### src/rtl/riu_rd_merge_pkg.sv
// riu_pkg: shared types and helpers for the RIU read-merge block.
//   state_e       - request tracker state (IDLE / WAIT)
//   RIU_*_MIN/MAX - legal parameter ranges
//   riu_width()   - clog2-based width, never less than 1
package riu_pkg;

    typedef enum logic {
        IDLE = 1'b0,
        WAIT = 1'b1
    } state_e;

    localparam int RIU_NUM_CH_MIN  = 1;
    localparam int RIU_NUM_CH_MAX  = 16;
    localparam int RIU_DATA_W_MIN  = 1;
    localparam int RIU_DATA_W_MAX  = 32;
    localparam int RIU_TIMEOUT_MIN = 2;
    localparam int RIU_TIMEOUT_MAX = 65535;

    // Index/counter width for n values; a single value still needs 1 bit.
    function automatic int riu_width(input int n);
        return (n <= 2) ? 1 : $clog2(n);
    endfunction

endpackage

### src/rtl/riu_rd_merge_if.sv
// riu_rd_merge_if: RIU read-return bus between the master, the slices and
// the merge block.
//   master modport - RIU master + slice side (drives request and slice data)
//   slave  modport - merge block (consumes slice data, drives merged return)
interface riu_rd_merge_if
    import riu_pkg::*;
#(
    parameter int NUM_CH = 2,
    parameter int DATA_W = 16
);
    localparam int SRC_W = riu_width(NUM_CH);

    logic                     RIU_RD_REQ;
    logic [NUM_CH*DATA_W-1:0] RIU_RD_DATA_IN;
    logic [NUM_CH-1:0]        RIU_RD_VALID_IN;
    logic [DATA_W-1:0]        RIU_RD_DATA;
    logic                     RIU_RD_VALID;
    logic [SRC_W-1:0]         RIU_RD_SRC;
    logic                     RIU_RD_COLLISION;
    logic                     RIU_RD_TIMEOUT;
    logic                     RIU_RD_UNSOL;
    logic                     RIU_RD_BUSY;

    modport master (
        output RIU_RD_REQ, RIU_RD_DATA_IN, RIU_RD_VALID_IN,
        input  RIU_RD_DATA, RIU_RD_VALID, RIU_RD_SRC, RIU_RD_COLLISION,
               RIU_RD_TIMEOUT, RIU_RD_UNSOL, RIU_RD_BUSY
    );

    modport slave (
        input  RIU_RD_REQ, RIU_RD_DATA_IN, RIU_RD_VALID_IN,
        output RIU_RD_DATA, RIU_RD_VALID, RIU_RD_SRC, RIU_RD_COLLISION,
               RIU_RD_TIMEOUT, RIU_RD_UNSOL, RIU_RD_BUSY
    );
endinterface

### src/rtl/riu_rd_prio_enc.sv
// riu_rd_prio_enc: combinational lowest-set-bit encoder.
//   valid_i [NUM_CH] - request vector
//   idx_o   [SRC_W]  - index of lowest set bit, 0 when none set
//   any_o            - at least one bit set
module riu_rd_prio_enc
    import riu_pkg::*;
#(
    parameter int NUM_CH = 2,
    parameter int SRC_W  = riu_width(NUM_CH)
) (
    input  logic [NUM_CH-1:0] valid_i,
    output logic [SRC_W-1:0]  idx_o,
    output logic              any_o
);
    always_comb begin
        idx_o = '0;
        // Scan high to low so the lowest set bit is the last write.
        for (int k = NUM_CH - 1; k >= 0; k--) begin
            if (valid_i[k]) idx_o = SRC_W'(k);
        end
    end

    assign any_o = |valid_i;
endmodule

### src/rtl/riu_rd_merge.sv
// riu_rd_merge: registered merge of NUM_CH slice read returns into one RIU
// read return, with single-outstanding request tracking.
//   RIU_CLK - clock (rising edge)
//   RST     - asynchronous active-high reset
//   bus     - slave side of riu_rd_merge_if: request strobe and slice
//             data/valid in; merged data/valid/src, collision, timeout,
//             unsolicited pulses and busy out
module riu_rd_merge
    import riu_pkg::*;
#(
    parameter int NUM_CH  = 2,
    parameter int DATA_W  = 16,
    parameter int TIMEOUT = 64
) (
    input  logic          RIU_CLK,
    input  logic          RST,
    riu_rd_merge_if.slave bus
);
    localparam int SRC_W = riu_width(NUM_CH);
    localparam int CNT_W = riu_width(TIMEOUT);
    localparam logic [CNT_W-1:0] CNT_LAST = CNT_W'(TIMEOUT - 1);

    logic [NUM_CH-1:0] vld;
    logic [DATA_W-1:0] data_or;
    logic [SRC_W-1:0]  src_idx;
    logic              any_vld;
    logic              multi_vld;

    state_e            state_q, state_d;
    logic [CNT_W-1:0]  cnt_q, cnt_d;
    logic              expire;

    logic [DATA_W-1:0] data_q, data_d;
    logic              valid_q, valid_d;
    logic [SRC_W-1:0]  src_q, src_d;
    logic              coll_q, coll_d;
    logic              to_q, to_d;
    logic              unsol_q, unsol_d;

    assign vld = bus.RIU_RD_VALID_IN;

    // Masked OR tree: invalid slices contribute nothing.
    always_comb begin
        data_or = '0;
        for (int k = 0; k < NUM_CH; k++) begin
            if (vld[k]) data_or = data_or | bus.RIU_RD_DATA_IN[k*DATA_W +: DATA_W];
        end
    end

    riu_rd_prio_enc #(.NUM_CH(NUM_CH), .SRC_W(SRC_W)) u_prio (
        .valid_i (vld),
        .idx_o   (src_idx),
        .any_o   (any_vld)
    );

    // Clearing the lowest set bit leaves something iff two or more are set.
    assign multi_vld = |(vld & (vld - NUM_CH'(1)));

    // State / counter register
    always_ff @(posedge RIU_CLK or posedge RST) begin
        if (RST) begin
            state_q <= IDLE;
            cnt_q   <= '0;
        end else begin
            state_q <= state_d;
            cnt_q   <= cnt_d;
        end
    end

    // Next state: a REQ seen during WAIT is deliberately ignored so the
    // original request keeps its deadline.
    always_comb begin
        state_d = state_q;
        cnt_d   = cnt_q;
        expire  = 1'b0;
        case (state_q)
            IDLE: begin
                if (bus.RIU_RD_REQ) begin
                    state_d = WAIT;
                    cnt_d   = '0;
                end
            end
            WAIT: begin
                if (any_vld) begin
                    state_d = IDLE;
                end else if (cnt_q == CNT_LAST) begin
                    state_d = IDLE;
                    expire  = 1'b1;
                end else begin
                    cnt_d = cnt_q + CNT_W'(1);
                end
            end
            default: state_d = IDLE;
        endcase
    end

    // Output next values. Expiry only happens with no valid present, so the
    // merged data/valid are already zero in that cycle.
    always_comb begin
        data_d  = data_or;
        valid_d = any_vld;
        src_d   = src_idx;
        coll_d  = multi_vld;
        to_d    = expire;
        unsol_d = any_vld && (state_q == IDLE);
    end

    always_ff @(posedge RIU_CLK or posedge RST) begin
        if (RST) begin
            data_q  <= '0;
            valid_q <= 1'b0;
            src_q   <= '0;
            coll_q  <= 1'b0;
            to_q    <= 1'b0;
            unsol_q <= 1'b0;
        end else begin
            data_q  <= data_d;
            valid_q <= valid_d;
            src_q   <= src_d;
            coll_q  <= coll_d;
            to_q    <= to_d;
            unsol_q <= unsol_d;
        end
    end

    assign bus.RIU_RD_DATA      = data_q;
    assign bus.RIU_RD_VALID     = valid_q;
    assign bus.RIU_RD_SRC       = src_q;
    assign bus.RIU_RD_COLLISION = coll_q;
    assign bus.RIU_RD_TIMEOUT   = to_q;
    assign bus.RIU_RD_UNSOL     = unsol_q;
    assign bus.RIU_RD_BUSY      = (state_q == WAIT);
endmodule

### src/flat_wrapper.sv
// flat-port wrapper written by rule: the top's interface ports become plain ports
module riu_rd_merge_flat import riu_pkg::*;
#(
    parameter int NUM_CH  = 2,
    parameter int DATA_W  = 16,
    parameter int TIMEOUT = 64
)
  (RIU_CLK, RST, bus_RIU_RD_REQ, bus_RIU_RD_DATA_IN, bus_RIU_RD_VALID_IN, bus_RIU_RD_DATA, bus_RIU_RD_VALID, bus_RIU_RD_SRC, bus_RIU_RD_COLLISION, bus_RIU_RD_TIMEOUT, bus_RIU_RD_UNSOL, bus_RIU_RD_BUSY);
  riu_rd_merge_if #(.NUM_CH(NUM_CH), .DATA_W(DATA_W)) bus_i ();
  input  logic RIU_CLK;
  input  logic RST;
  input wire logic [$bits(bus_i.RIU_RD_REQ)-1:0] bus_RIU_RD_REQ;
  input wire logic [$bits(bus_i.RIU_RD_DATA_IN)-1:0] bus_RIU_RD_DATA_IN;
  input wire logic [$bits(bus_i.RIU_RD_VALID_IN)-1:0] bus_RIU_RD_VALID_IN;
  output wire logic [$bits(bus_i.RIU_RD_DATA)-1:0] bus_RIU_RD_DATA;
  output wire logic [$bits(bus_i.RIU_RD_VALID)-1:0] bus_RIU_RD_VALID;
  output wire logic [$bits(bus_i.RIU_RD_SRC)-1:0] bus_RIU_RD_SRC;
  output wire logic [$bits(bus_i.RIU_RD_COLLISION)-1:0] bus_RIU_RD_COLLISION;
  output wire logic [$bits(bus_i.RIU_RD_TIMEOUT)-1:0] bus_RIU_RD_TIMEOUT;
  output wire logic [$bits(bus_i.RIU_RD_UNSOL)-1:0] bus_RIU_RD_UNSOL;
  output wire logic [$bits(bus_i.RIU_RD_BUSY)-1:0] bus_RIU_RD_BUSY;
  assign bus_i.RIU_RD_REQ = bus_RIU_RD_REQ;
  assign bus_i.RIU_RD_DATA_IN = bus_RIU_RD_DATA_IN;
  assign bus_i.RIU_RD_VALID_IN = bus_RIU_RD_VALID_IN;
  assign bus_RIU_RD_DATA = bus_i.RIU_RD_DATA;
  assign bus_RIU_RD_VALID = bus_i.RIU_RD_VALID;
  assign bus_RIU_RD_SRC = bus_i.RIU_RD_SRC;
  assign bus_RIU_RD_COLLISION = bus_i.RIU_RD_COLLISION;
  assign bus_RIU_RD_TIMEOUT = bus_i.RIU_RD_TIMEOUT;
  assign bus_RIU_RD_UNSOL = bus_i.RIU_RD_UNSOL;
  assign bus_RIU_RD_BUSY = bus_i.RIU_RD_BUSY;
  riu_rd_merge #(.NUM_CH(NUM_CH), .DATA_W(DATA_W), .TIMEOUT(TIMEOUT)) u_core (.RIU_CLK(RIU_CLK), .RST(RST), .bus(bus_i));
endmodule
### config.mk
export PLATFORM = sky130hd
export DESIGN_NAME = riu_rd_merge_flat
export DESIGN_NICKNAME = d
export VERILOG_FILES = /design/src/rtl/riu_rd_merge_pkg.sv /design/src/rtl/riu_rd_merge_if.sv /design/src/rtl/riu_rd_prio_enc.sv /design/src/rtl/riu_rd_merge.sv /design/src/flat_wrapper.sv
export SDC_FILE = /design/constraint.sdc
export NUM_CORES = 1
export LEC_CHECK = 0
export ABC_CLOCK_PERIOD_IN_PS = 4700
export CAP_MARGIN = 20
export CORE_MARGIN = 1
export CORE_UTILIZATION = 42
export CTS_CLUSTER_DIAMETER = 200
export DETAILED_ROUTE_END_ITERATION = 12
export PLACE_DENSITY = 0.83
export SLEW_MARGIN = 25
export SYNTH_ARGS = -nofsm -noshare
export SYNTH_HDL_FRONTEND = slang
export SYNTH_SLANG_ARGS = --single-unit
### constraint.sdc
create_clock -name RIU_CLK -period 4.7 [get_ports RIU_CLK]
set_clock_uncertainty 0.15 [all_clocks]
set_input_delay 0.705 -clock RIU_CLK [delete_from_list [all_inputs] [get_ports RIU_CLK]]
set_output_delay 0.705 -clock RIU_CLK [all_outputs]
set_load 0.02 [all_outputs]
==> impl_summary.log <==
INFO  metric outcome = finished, final reports clean
INFO  metric setup_tns = 0 ns
INFO  metric effective_utilization_at_floorplan = 0.459
INFO  metric rsz0062_at_grt = false
INFO  metric max_cap_violations = 0
INFO  metric antenna_cells = 0
INFO  metric routed_wl = 3070 um
INFO  metric postSynthCellCount = 95
INFO  metric critical_path.cell_chain = clkdlybuf4s50_1
INFO  metric worst-setup-path-type = flop to primary output
INFO  metric number_of_hold_violations_in_the_final_report = 0
INFO  metric critical_path.n_buffers_inverters = 1
INFO  metric final_layout_size_suffix_gt1_frac = 0.0530
INFO  metric timing.critical_path.slowest_cell_delay = approximately 0.7 ns
INFO  metric cts_inserted_buffers = 3
INFO  metric headroom_to_the_max_slew_limit = 0.546
INFO  metric avgRoutedWirePerCell = around 17 um
INFO  metric gr-usage-met2 = 0.353
INFO  metric syn_area = 1170 sq um
INFO  metric postSynthAreaPerCell = 12.3 sq um
INFO  metric clock.fmax = between 0.4 and 0.5 GHz
INFO  metric fp.dieH = 54.7 um
INFO  metric num_rows = 18
INFO  metric crit_fanout = 13
INFO  metric timing.final.ws_setup = about 2.3 ns
INFO  metric p_leak = 0.769 nW
INFO  metric area.growth.synth_to_final = 54.6%
INFO  metric finalSetupViolations = 0
INFO  metric tritoncts = built
INFO  metric grt_first_pass_wirelength = 4270 um
INFO  metric gr-max-usage-layer = met2
INFO  metric clock_tree.htree_level_count = 1
INFO  metric first_pass_iters = 4
INFO  metric required = 3.85 ns
INFO  metric irDropWorstVdd = 225 uV
INFO  metric worstHoldPathType = flop to flop
INFO  metric yosysWarningCount = 0
INFO  metric cts_hold_buffers = 0
INFO  metric critPathCaptureType = primary output
INFO  metric grt_usage = 0.202
INFO  metric die_width = 54.7 um
INFO  metric data_arrival_time_of_the_worst_path = 1.59 ns
INFO  metric multi_input_comb_area = 418 sq um
INFO  metric finish.net_count = 190
INFO  metric core-area = about 2500 sq um
INFO  metric power.density = 295 nW/um^2
INFO  metric sequential_cell_area = 701 sq um
INFO  metric globalplace.congestion = roughly 0.86
INFO  metric timing.final.crit_period = ~2.4 ns
INFO  metric clkLatencyLatePin = 0.31 ns
INFO  metric antenna_found_initial = 0
INFO  metric timing.final.max_slew_violations = 0
INFO  metric synth_seq_area_share = 0.600
INFO  metric post-route-period-util = 0.521
INFO  metric post_synth_num_cell_types = 34
INFO  metric grt_util_met3 = 0.0306
INFO  metric grt_max_degree = 29
INFO  metric number_of_global_route_vias_before_repair = 911
INFO  metric post_cts_resize_count = 0
INFO  metric cp_delay_by_family_top = buffers and inverters
INFO  metric path_clk_slew = 0.14 ns
INFO  metric pre_cts_slack = 2.02 ns
INFO  metric ys_ff_latch = 28
INFO  metric dp.final_hpwl = 2370 um
INFO  metric grt_overflow = 0
INFO  metric postRouteAntennaNets = 0
INFO  metric buffer_ports.inserted = 58
INFO  metric nFillCells = 198
INFO  metric cts_post_setup_buffers_inserted = 0
INFO  metric root_buffer = clkbuf_4
INFO  metric gr-usage-met1 = 0.258
INFO  metric synth.net_count = 133
INFO  metric via_count = around 1,000
INFO  metric drt_iter0_markers = 6
INFO  metric dieArea = about 3000 sq um
INFO  metric start_kind = flop
INFO  metric worst_pin_slew = 0.680 ns
INFO  metric critical-path-slowest-cell = clkdlybuf4s50_1
INFO  metric drc_errors = 0
INFO  metric clock_path_buffers = 2
INFO  metric cts_num_sinks = 28
INFO  metric ioPinCount = 59
INFO  metric post_drt_via_cell_ratio = 5.66
## cell type report
type,instances,area share
tap,30,0.0208
inverter,4,0.00832
clock inverter,1,0.0166
clock buffer,3,0.0125
multi-input combinational,57,0.232
sequential,28,0.388
timing repair buffer,58,0.322
## cells in the mapped netlist
master	n	area share
or3b_4	1	0.0096
a211o_1	1	0.0075
and2_0	1	0.0054
nand4_1	1	0.0054
a41oi_1	1	0.0075
a22o_1	16	0.12
a31oi_1	3	0.016
nand3b_1	1	0.0064
nor2_1	3	0.0096
and4b_1	1	0.0086
nand2b_1	1	0.0054
a2111o_1	1	0.0096
dfrtp_1	28	0.60
and4bb_2	1	0.011
buf_6	1	0.0096
nor4_1	1	0.0054
nor3b_1	1	0.0064
and2_1	2	0.011
nor2b_1	1	0.0054
a221oi_1	1	0.0075
ha_1	1	0.011
clkbuf_1	2	0.0064
o32ai_1	1	0.0075
nand2_1	4	0.013
a21oi_1	1	0.0043
a211oi_1	1	0.0064
nor3_1	1	0.0043
buf_2	3	0.013
o2bb2ai_1	1	0.0075
inv_1	4	0.013
and3_1	2	0.011
o21ai_0	2	0.0086
a211oi_2	1	0.011
nand3_1	4	0.017
## cells in the final DEF (no fill, tap or decap), types with 2 or more instances in the layout
cell type        netlist  final
nor2_1                 3      3
a31oi_1                3      3
dfrtp_1               28     28
o21ai_0                2      2
inv_1                  4      3
a22o_1                16     16
clkbuf_4               0      3
and3_1                 2      2
and2_1                 2      2
nand3_1                4      4
clkdlybuf4s50_1        0     58
nand2_1                4      4
## report_power, final
part           leakage [nW]  switching, W  internal (W)  total (W)
sequential            0.349     0.0000119      0.000257   0.000268
combinational         0.392     0.0000478     0.0000639   0.000112
clock                0.0279     0.0000656     0.0000862   0.000152
total                 0.769      0.000125      0.000407   0.000532
## cell families (layout without fill, tap and decap cells)
group,after synthesis,after routing,synth area share
and+or+nand+nor,26,26,0.134
AOI/OAI and AO/OA,30,30,0.213
DFF,28,28,0.600
buffers and inverters,10,66,0.0418
adders and majority gates,1,1,0.0107
## state kept, by name, indices dropped and copies added, names as in the netlist
signal / count
u_core.bus.RIU_RD_BUSY: 1
u_core.bus.RIU_RD_COLLISION: 1
u_core.bus.RIU_RD_SRC: 1
u_core.bus.RIU_RD_UNSOL: 1
u_core.cnt_q: 6
u_core.bus.RIU_RD_DATA: 16
u_core.bus.RIU_RD_TIMEOUT: 1
u_core.bus.RIU_RD_VALID: 1
## routing by layer
| layer | part of all wire | vias to the layer above |
|---|---|---|
| met3 | 0.094 | 2 |
| li1 | - | 471 |
| met1 | 0.42 | 510 |
| met5 | 0 | - |
| met2 | 0.48 | 42 |
| met4 | 0.0039 | 0 |
## worst paths after layout
| kind | slack (ns) | end | depth (start not counted) | startpoint |
|---|---|---|---|---|
| min in group asynchronous | 0.60 | u_core.bus.RIU_RD_DATA[7] | 2 | RST |
| hold / removal | 0.43 | u_core.cnt_q[2] | 1 | u_core.cnt_q[2] |
| max in group asynchronous | 3.44 | u_core.bus.RIU_RD_DATA[9] | 2 | RST |
| hold reg to reg | 0.43 | u_core.cnt_q[2] | 1 | u_core.cnt_q[2] |
| setup / recovery | 2.25 | bus_RIU_RD_BUSY | 1 | u_core.bus.RIU_RD_BUSY |
| setup reg to reg | 2.97 | u_core.cnt_q[1] | 4 | u_core.cnt_q[0] |
## through the flow
step	cells	hold slack [ns]	cell area [sq um]	util	power (W)
final	181	0.435	1800	0.709	0.000532
after global routing	181	0.456	1800	0.709	0.000552
after CTS	181	0.434	1800	0.709	0.000536
after detailed placement	177	0.420	1750	0.688	0.000385
after global placement	177	0.393	1750	0.688	0.000381
after floorplan	95	0.359	1170	-	0.000318
Note: power is estimated with default switching activity, not from simulation.
